**src/rtl/mdu_pkg.sv**
```systemverilog
// Shared encodings for the iterative multiply/divide unit: RV-M funct3 ops,
// FSM states and the position of the word-variant bit in the op field.
package mdu_pkg;

   typedef enum logic [2:0] {
      OP_MUL    = 3'b000,
      OP_MULH   = 3'b001,
      OP_MULHSU = 3'b010,
      OP_MULHU  = 3'b011,
      OP_DIV    = 3'b100,
      OP_DIVU   = 3'b101,
      OP_REM    = 3'b110,
      OP_REMU   = 3'b111
   } op_e;

   typedef enum logic [1:0] {
      ST_IDLE = 2'd0,
      ST_BUSY = 2'd1,
      ST_DONE = 2'd2
   } state_e;

   localparam int OP_W = 3;

endpackage

```
**src/rtl/mdu_div_core.sv**
```systemverilog
// Restoring radix-2 divider on unsigned magnitudes: one quotient bit per step_i.
// Dividend must arrive MSB-aligned so narrow operands finish in fewer steps.
module mdu_div_core
   import mdu_pkg::*;
#(
   parameter int XLEN = 64
) (
   input  logic            clk,
   input  logic            rst_n,
   input  logic            load_i,
   input  logic            step_i,
   input  logic [XLEN-1:0] dvd_i,
   input  logic [XLEN-1:0] dvs_i,
   output logic [XLEN-1:0] quo_o,
   output logic [XLEN-1:0] rem_o
);

   logic [XLEN-1:0] quo_q, quo_d;
   logic [XLEN-1:0] rem_q, rem_d;
   logic [XLEN-1:0] dvs_q;
   logic [XLEN:0]   shifted;
   logic [XLEN:0]   diff;

   // The shifted partial remainder can reach 2*divisor, hence the extra bit;
   // the borrow out of diff decides both the quotient bit and the restore.
   always_comb begin
      shifted = {rem_q, quo_q[XLEN-1]};
      diff    = shifted - {1'b0, dvs_q};
      quo_d   = {quo_q[XLEN-2:0], ~diff[XLEN]};
      rem_d   = diff[XLEN] ? shifted[XLEN-1:0] : diff[XLEN-1:0];
   end

   always_ff @(posedge clk or negedge rst_n) begin
      if (!rst_n) begin
         quo_q <= '0;
         rem_q <= '0;
         dvs_q <= '0;
      end else if (load_i) begin
         quo_q <= dvd_i;
         rem_q <= '0;
         dvs_q <= dvs_i;
      end else if (step_i) begin
         quo_q <= quo_d;
         rem_q <= rem_d;
      end
   end

   assign quo_o = quo_q;
   assign rem_o = rem_q;

endmodule

```
**src/rtl/mdu_iter.sv**
```systemverilog
// Iterative RV-M multiply/divide: result N+1 cycles after accept (1 for div-by-0/overflow),
// held in DONE until out_ready; flush aborts. W ops compiled only with MDU_WORD_OPS_EN.
module mdu_iter
   import mdu_pkg::*;
#(
   parameter int XLEN = 64
) (
   input  logic            clk,
   input  logic            rst_n,
   input  logic            in_valid,
   output logic            in_ready,
   input  logic [3:0]      op,
   input  logic [XLEN-1:0] src1,
   input  logic [XLEN-1:0] src2,
   input  logic            flush,
   output logic            out_valid,
   input  logic            out_ready,
   output logic [XLEN-1:0] result
);

   localparam int CW = $clog2(XLEN + 1);

   function automatic logic word_of(input logic [3:0] o);
`ifdef MDU_WORD_OPS_EN
      return o[OP_W] && (XLEN == 64);
`else
      return o[OP_W] & 1'b0;
`endif
   endfunction

   function automatic logic s1_sgn(input logic [2:0] f);
      return op_e'(f) == OP_MULH || op_e'(f) == OP_MULHSU ||
             op_e'(f) == OP_DIV  || op_e'(f) == OP_REM;
   endfunction

   function automatic logic s2_sgn(input logic [2:0] f);
      return op_e'(f) == OP_MULH || op_e'(f) == OP_DIV || op_e'(f) == OP_REM;
   endfunction

   function automatic logic [XLEN-1:0] ext(input logic [XLEN-1:0] v, input logic w,
                                          input logic sg);
      logic [XLEN-1:0] r;
      r = v;
      if (w) begin
         for (int i = 32; i < XLEN; i++) r[i] = sg & v[31];
      end
      return r;
   endfunction

   state_e              state_q;
   logic [CW-1:0]       cnt_q;
   logic                out_valid_q;
   logic [XLEN-1:0]     result_q;
   logic [3:0]          op_q;
   logic [XLEN-1:0]     src1_q, src2_q;
   logic [2*XLEN-1:0]   prod_q, prod_d;
   logic [2*XLEN-1:0]   mcand_q, mcand_d;
   logic [XLEN-1:0]     mplier_q, mplier_d;
   logic [XLEN-1:0]     quo, rem;

   logic                accept, step;

   // Accept-side decode, taken straight from the request inputs
   logic                in_w, in_s1, in_s2, in_n1, in_n2;
   logic [XLEN-1:0]     in_a, in_b, abs_a, abs_b, dvd_ld;

   // Decode of the latched request, used during BUSY
   logic                w_r, s1_r, s2_r, n1_r, n2_r, special;
   logic [2:0]          f_r;
   logic [XLEN-1:0]     a_r, b_r, min_neg;
   logic [CW-1:0]       n_iter;
   logic [2*XLEN-1:0]   prod_s;
   logic [XLEN-1:0]     quo_s, rem_s, fin_raw, fin, spec_raw, spec;

   assign in_ready  = (state_q == ST_IDLE) || (state_q == ST_DONE && out_ready);
   assign accept    = in_valid && in_ready && !flush;
   assign step      = (state_q == ST_BUSY) && (cnt_q != n_iter);
   assign out_valid = out_valid_q;
   assign result    = result_q;

   always_comb begin
      in_w   = word_of(op);
      in_s1  = s1_sgn(op[2:0]);
      in_s2  = s2_sgn(op[2:0]);
      in_a   = ext(src1, in_w, in_s1);
      in_b   = ext(src2, in_w, in_s2);
      in_n1  = in_s1 & in_a[XLEN-1];
      in_n2  = in_s2 & in_b[XLEN-1];
      abs_a  = in_n1 ? -in_a : in_a;
      abs_b  = in_n2 ? -in_b : in_b;
      dvd_ld = in_w ? (abs_a << (XLEN - 32)) : abs_a;
   end

   always_comb begin
      mcand_d  = mcand_q << 1;
      mplier_d = mplier_q >> 1;
      prod_d   = mplier_q[0] ? prod_q + mcand_q : prod_q;
   end

   always_comb begin
      w_r    = word_of(op_q);
      f_r    = op_q[2:0];
      s1_r   = s1_sgn(f_r);
      s2_r   = s2_sgn(f_r);
      a_r    = ext(src1_q, w_r, s1_r);
      b_r    = ext(src2_q, w_r, s2_r);
      n1_r   = s1_r & a_r[XLEN-1];
      n2_r   = s2_r & b_r[XLEN-1];
      n_iter = w_r ? CW'(32) : CW'(XLEN);

      min_neg           = '0;
      min_neg[XLEN-1]   = 1'b1;
      if (w_r) begin
         for (int i = 31; i < XLEN; i++) min_neg[i] = 1'b1;
      end
      special = op_q[2] && ((b_r == '0) || (s2_r && a_r == min_neg && b_r == '1));

      if (b_r == '0) spec_raw = f_r[1] ? a_r : '1;
      else           spec_raw = f_r[1] ? '0  : a_r;
      spec = ext(spec_raw, w_r, 1'b1);

      prod_s = (n1_r ^ n2_r) ? -prod_q : prod_q;
      quo_s  = (n1_r ^ n2_r) ? -quo : quo;
      rem_s  = n1_r ? -rem : rem;
      if (op_q[2])                          fin_raw = f_r[1] ? rem_s : quo_s;
      else if (op_e'(f_r) == OP_MUL || w_r) fin_raw = prod_s[XLEN-1:0];
      else                                  fin_raw = prod_s[2*XLEN-1:XLEN];
      fin = ext(fin_raw, w_r, 1'b1);
   end

   always_ff @(posedge clk or negedge rst_n) begin
      if (!rst_n) begin
         op_q     <= '0;
         src1_q   <= '0;
         src2_q   <= '0;
         prod_q   <= '0;
         mcand_q  <= '0;
         mplier_q <= '0;
      end else if (accept) begin
         op_q     <= op;
         src1_q   <= src1;
         src2_q   <= src2;
         prod_q   <= '0;
         mcand_q  <= {{XLEN{1'b0}}, abs_a};
         mplier_q <= abs_b;
      end else if (step) begin
         prod_q   <= prod_d;
         mcand_q  <= mcand_d;
         mplier_q <= mplier_d;
      end
   end

   mdu_div_core #(.XLEN(XLEN)) u_div (
      .clk    (clk),
      .rst_n  (rst_n),
      .load_i (accept),
      .step_i (step),
      .dvd_i  (dvd_ld),
      .dvs_i  (abs_b),
      .quo_o  (quo),
      .rem_o  (rem)
   );

   // Counter 0 is the decision cycle for the no-iteration divide cases;
   // reaching n_iter means all N steps have been applied.
   always_ff @(posedge clk or negedge rst_n) begin
      if (!rst_n) begin
         state_q     <= ST_IDLE;
         cnt_q       <= '0;
         out_valid_q <= 1'b0;
         result_q    <= '0;
      end else if (flush) begin
         state_q     <= ST_IDLE;
         cnt_q       <= '0;
         out_valid_q <= 1'b0;
      end else begin
         case (state_q)
            ST_IDLE: begin
               if (accept) begin
                  state_q <= ST_BUSY;
                  cnt_q   <= '0;
               end
            end
            ST_BUSY: begin
               if (cnt_q == '0 && special) begin
                  state_q     <= ST_DONE;
                  out_valid_q <= 1'b1;
                  result_q    <= spec;
               end else if (cnt_q == n_iter) begin
                  state_q     <= ST_DONE;
                  out_valid_q <= 1'b1;
                  result_q    <= fin;
               end else begin
                  cnt_q <= cnt_q + CW'(1);
               end
            end
            ST_DONE: begin
               if (out_ready) begin
                  out_valid_q <= 1'b0;
                  cnt_q       <= '0;
                  state_q     <= accept ? ST_BUSY : ST_IDLE;
               end
            end
            default: begin
               state_q     <= ST_IDLE;
               out_valid_q <= 1'b0;
            end
         endcase
      end
   end

endmodule

```
**config.mk**
```make
export PLATFORM = sky130hd
export DESIGN_NAME = mdu_iter
export DESIGN_NICKNAME = d
export VERILOG_FILES = /design/src/rtl/mdu_pkg.sv /design/src/rtl/mdu_div_core.sv /design/src/rtl/mdu_iter.sv
export SDC_FILE = /design/constraint.sdc
export NUM_CORES = 2
export LEC_CHECK = 0
export BUFFER_PORTS_ARGS = -buffer_cell sky130_fd_sc_hd__buf_2
export CAP_MARGIN = 20
export CORE_UTILIZATION = 35
export DETAILED_ROUTE_END_ITERATION = 10
export RECOVER_POWER = 50
export SYNTH_ARGS = -nofsm -noshare
export SYNTH_HDL_FRONTEND = slang
export SYNTH_HIERARCHICAL = 1
export SYNTH_SLANG_ARGS = --single-unit
```
**constraint.sdc**
```tcl
create_clock -name clk -period 6.05 [get_ports clk]
set_clock_uncertainty 0.15 [all_clocks]
set_input_delay 1.21 -clock clk [delete_from_list [all_inputs] [get_ports clk]]
set_output_delay 1.21 -clock clk [all_outputs]
set_load 0.05 [all_outputs]
```
==> results.cfg <==
[outcome]
run_status = finished with violations
violations = capacitance limit, slew limit

[placement]
hpwl_um = 166100
dp_slack_ns = 0.9494
gp_congestion = 1.020
io_buffers = 201

[drt]
route.final.wire_length_um = 216600
drtIter0Drc = 5980
drt_first_pass_iters = 6
dr_total_vias = 52260
detail-route-antenna-nets = 0
drc_errors = 0
via_per_inst = 5.880
wl_per_cell_um = 24.37

[pwr]
power.switching_mw = 16.97
p_int_mw = 16.12
leakagePower_nw = 25.00
switching_share_pct = 51.28
combinationalPowerShare_pct = 56.8
power_density_nw_per_um2 = 568.3
power.share.sequential_pct = 26.5
ir_worst_vdd_mv = 0.4868
p_clk_share_pct = 16.7

[worst_setup_path]
cp.required_ns = 6.51
worst_setup_path_start_kind = register
crit_path_end_kind = register
critical_path_class = register to register
cp_max_fo = 6
arrival_ns = 5.66

[final_layout]
area_growth_pct = 10.88
layout.nets = 7150
layout_common_cells = nand2_1 (1450), dfrtp_1 (715), a21oi_1 (644), nor2_1 (593), o21ai_0 (472)
drive_gt1_share_pct = 6.822
mostFrequentLayoutCell = nand2_1

[synth]
synthCells = 6870
syn-num-nets = 7211
synthAdderAreaFrac_pct = 5.117
yosys_register_bits = 717
synthSimpleGateAreaFrac_pct = 23.68
synth_compound_area_share_pct = 22.04
synthFlopType = dfrtp_1
muxShareOfSynthArea_pct = 2.444
netlist_area_um2 = 52520
synth_top_family_by_area = simple AND/OR/NAND/NOR gates
synthArstFlopShare_pct = 100.0
yosys_warnings = 6
avgSynthCellArea_um2 = 7.645
yosysSeqAreaShare_pct = 34.16
synth_edf_count = 0
synth_xor_area_share_pct = 8.222
synth_cell_types = 98

[sta]
fmax_mhz = 192.3
rsz0062_at_grt = no
slew_viol_final = 98
hold_violations = 0
slew_headroom_pct = -183.7
worst_slack_ns = 0.8507
min_period_ns = 5.199
worst_slew_pin_slew_ns = 4.256
finalCritPeriodShare_pct = 85.94
fin_tns_setup_ns = 0
finalSetupViolCount = 0

[floorplan]
core_area_um2 = 148400
rows = 141
ioPinCount = 203
die_width_um = 389.4
die_y_um = 389.4
die_area_um2 = 151600
initial_core_util_pct = 35.40

[grt]
first_global_vias = 48700
grt_max_degree = 193
antenna_found_initial = 34
grt_usage_pct = 27.92
grt_pass1_wl_um = 320900
grt_overflow = 0

[clock_tree]
clockRootBuffer = clkbuf_16
clk-insertion-delay-late_ns = 0.74
htreeDepth = 3
cts_resized = 0
cts.sinks = 717
clk_pin_slew_ns = 0.06
post-cts-setup-buffers = 0
cts_buffers = 87
cts_tree = yes
clock_path_buffers = 3
cts-hold-fix-buffers = 0

[min_path]
holdCritPathClass = register to register

[flow_run]
cap_viol_max_count = 2
-- stage by stage --
stage          hold WS, ns  utilization [%]  instance area, um^2  cells  power, mW
2_1_floorplan       0.3092                -                52520   6870      20.83
3_3_place_gp        0.3038            37.25                55260   8718      26.90
3_5_place_dp        0.3185            37.25                55260   8718      27.03
4_1_cts             0.3311            39.22                58190   8873      32.65
5_1_grt             0.3547            39.24                58220   8882      35.09
6_report            0.3280            39.25                58230   8888      33.09
-- layout make-up --
class | count | area, um^2
Timing Repair Buffer | 288 | 1799
Clock buffer | 121 | 2435
Clock inverter | 34 | 488.0
Inverter | 159 | 611.8
Tap cell | 2002 | 2505
Antenna cell | 11 | 27.53
Fill cell | 15440 | 90140
Sequential cell | 717 | 17940
Multi-Input combinational cell | 5556 | 32420
-- kinds of logic (layout without fill, tap and decap cells) --
logic type,after synthesis,in the layout
and+or+nand+nor,2809,2809
AOI/OAI and AO/OA,1910,1910
DFF,717,717
buffers and inverters,597,602
xor gates and xnor gates,493,493
adders and majority gates,216,216
muxes,128,128
other,0,11
-- worst max-delay path: stages, from the launching register on --
cell	delay (ns)
dfrtp_1	0.43
ha_1	0.25
fa_1	0.49
a211o_1	0.39
a21oi_1	0.29
nor3_1	0.15
o211a_1	0.30
o21ai_0	0.75
o21ai_0	0.39
a221o_1	0.47
a21boi_0	0.45
o31a_1	0.22
nor3_1	0.06
a211o_1	0.27
-- flip-flops by register name, summed over array words and instances (netlist names), 2 cells and up --
name         cells
mplier_q        64
state_q          2
u_div/dvs_q     64
u_div/quo_o     64
a_r             64
cnt_q            7
op_q             3
prod_q         128
result          64
mcand_q        128
u_div/rem_o     64
b_r             64
-- cells in the mapped netlist, drive strengths merged, types with 72 or more instances --
master | number | area (um^2)
nand2 | 1454 | 5458
dfrtp | 717 | 17940
mux2i | 126 | 1261
o31ai | 72 | 545.5
xnor2 | 262 | 2295
nor2 | 595 | 2233
a31oi | 180 | 1126
nand4 | 133 | 832.1
inv | 157 | 589.3
nor4 | 92 | 630.6
o21ai | 486 | 2436
nand3 | 94 | 470.5
ha | 202 | 2527
xor2 | 231 | 2023
clkbuf | 374 | 1404
a21o | 96 | 720.7
a211oi | 112 | 845.8
nor3 | 156 | 802.0
a21oi | 645 | 3228
-- metal layers --
layer | wire length, um | global-route usage (%) | up-vias | part of all wire (%)
met5 | 218 | 0 | - | 0.10
li1 | - | - | 24180 | -
met4 | 9101 | 11.27 | 34 | 4.2
met2 | 94500 | 42.50 | 2256 | 44
met3 | 22070 | 7.346 | 420 | 10
met1 | 90700 | 37.43 | 25380 | 42
-- power by group through the flow --
stage          registers (mW)  clock network (mW)  logic, mW
2_1_floorplan            7.65                   0       13.2
3_3_place_gp             8.78                   0       18.1
3_5_place_dp             8.80                   0       18.2
4_1_cts                  8.73                5.60       18.3
5_1_grt                  8.92                5.78       20.4
6_report                 8.79                5.51       18.8
-- final timing paths --
| path | start | endpoint | slack, ns | cells past startpoint |
|---|---|---|---|---|
| min in group asynchronous | rst_n | u_div/dvs_q[60] | 2.07 | 1 |
| worst max register to register | prod_q[0] | prod_q[68] | 0.85 | 13 |
| worst min register to register | result[33] | result[33] | 0.33 | 2 |
| worst max-delay path | prod_q[0] | prod_q[68] | 0.85 | 13 |
| max in group asynchronous | rst_n | mcand_q[47] | 1.26 | 1 |
| worst min-delay path | result[33] | result[33] | 0.33 | 2 |
No activity file was read; power rests on OpenSTA's default activity.
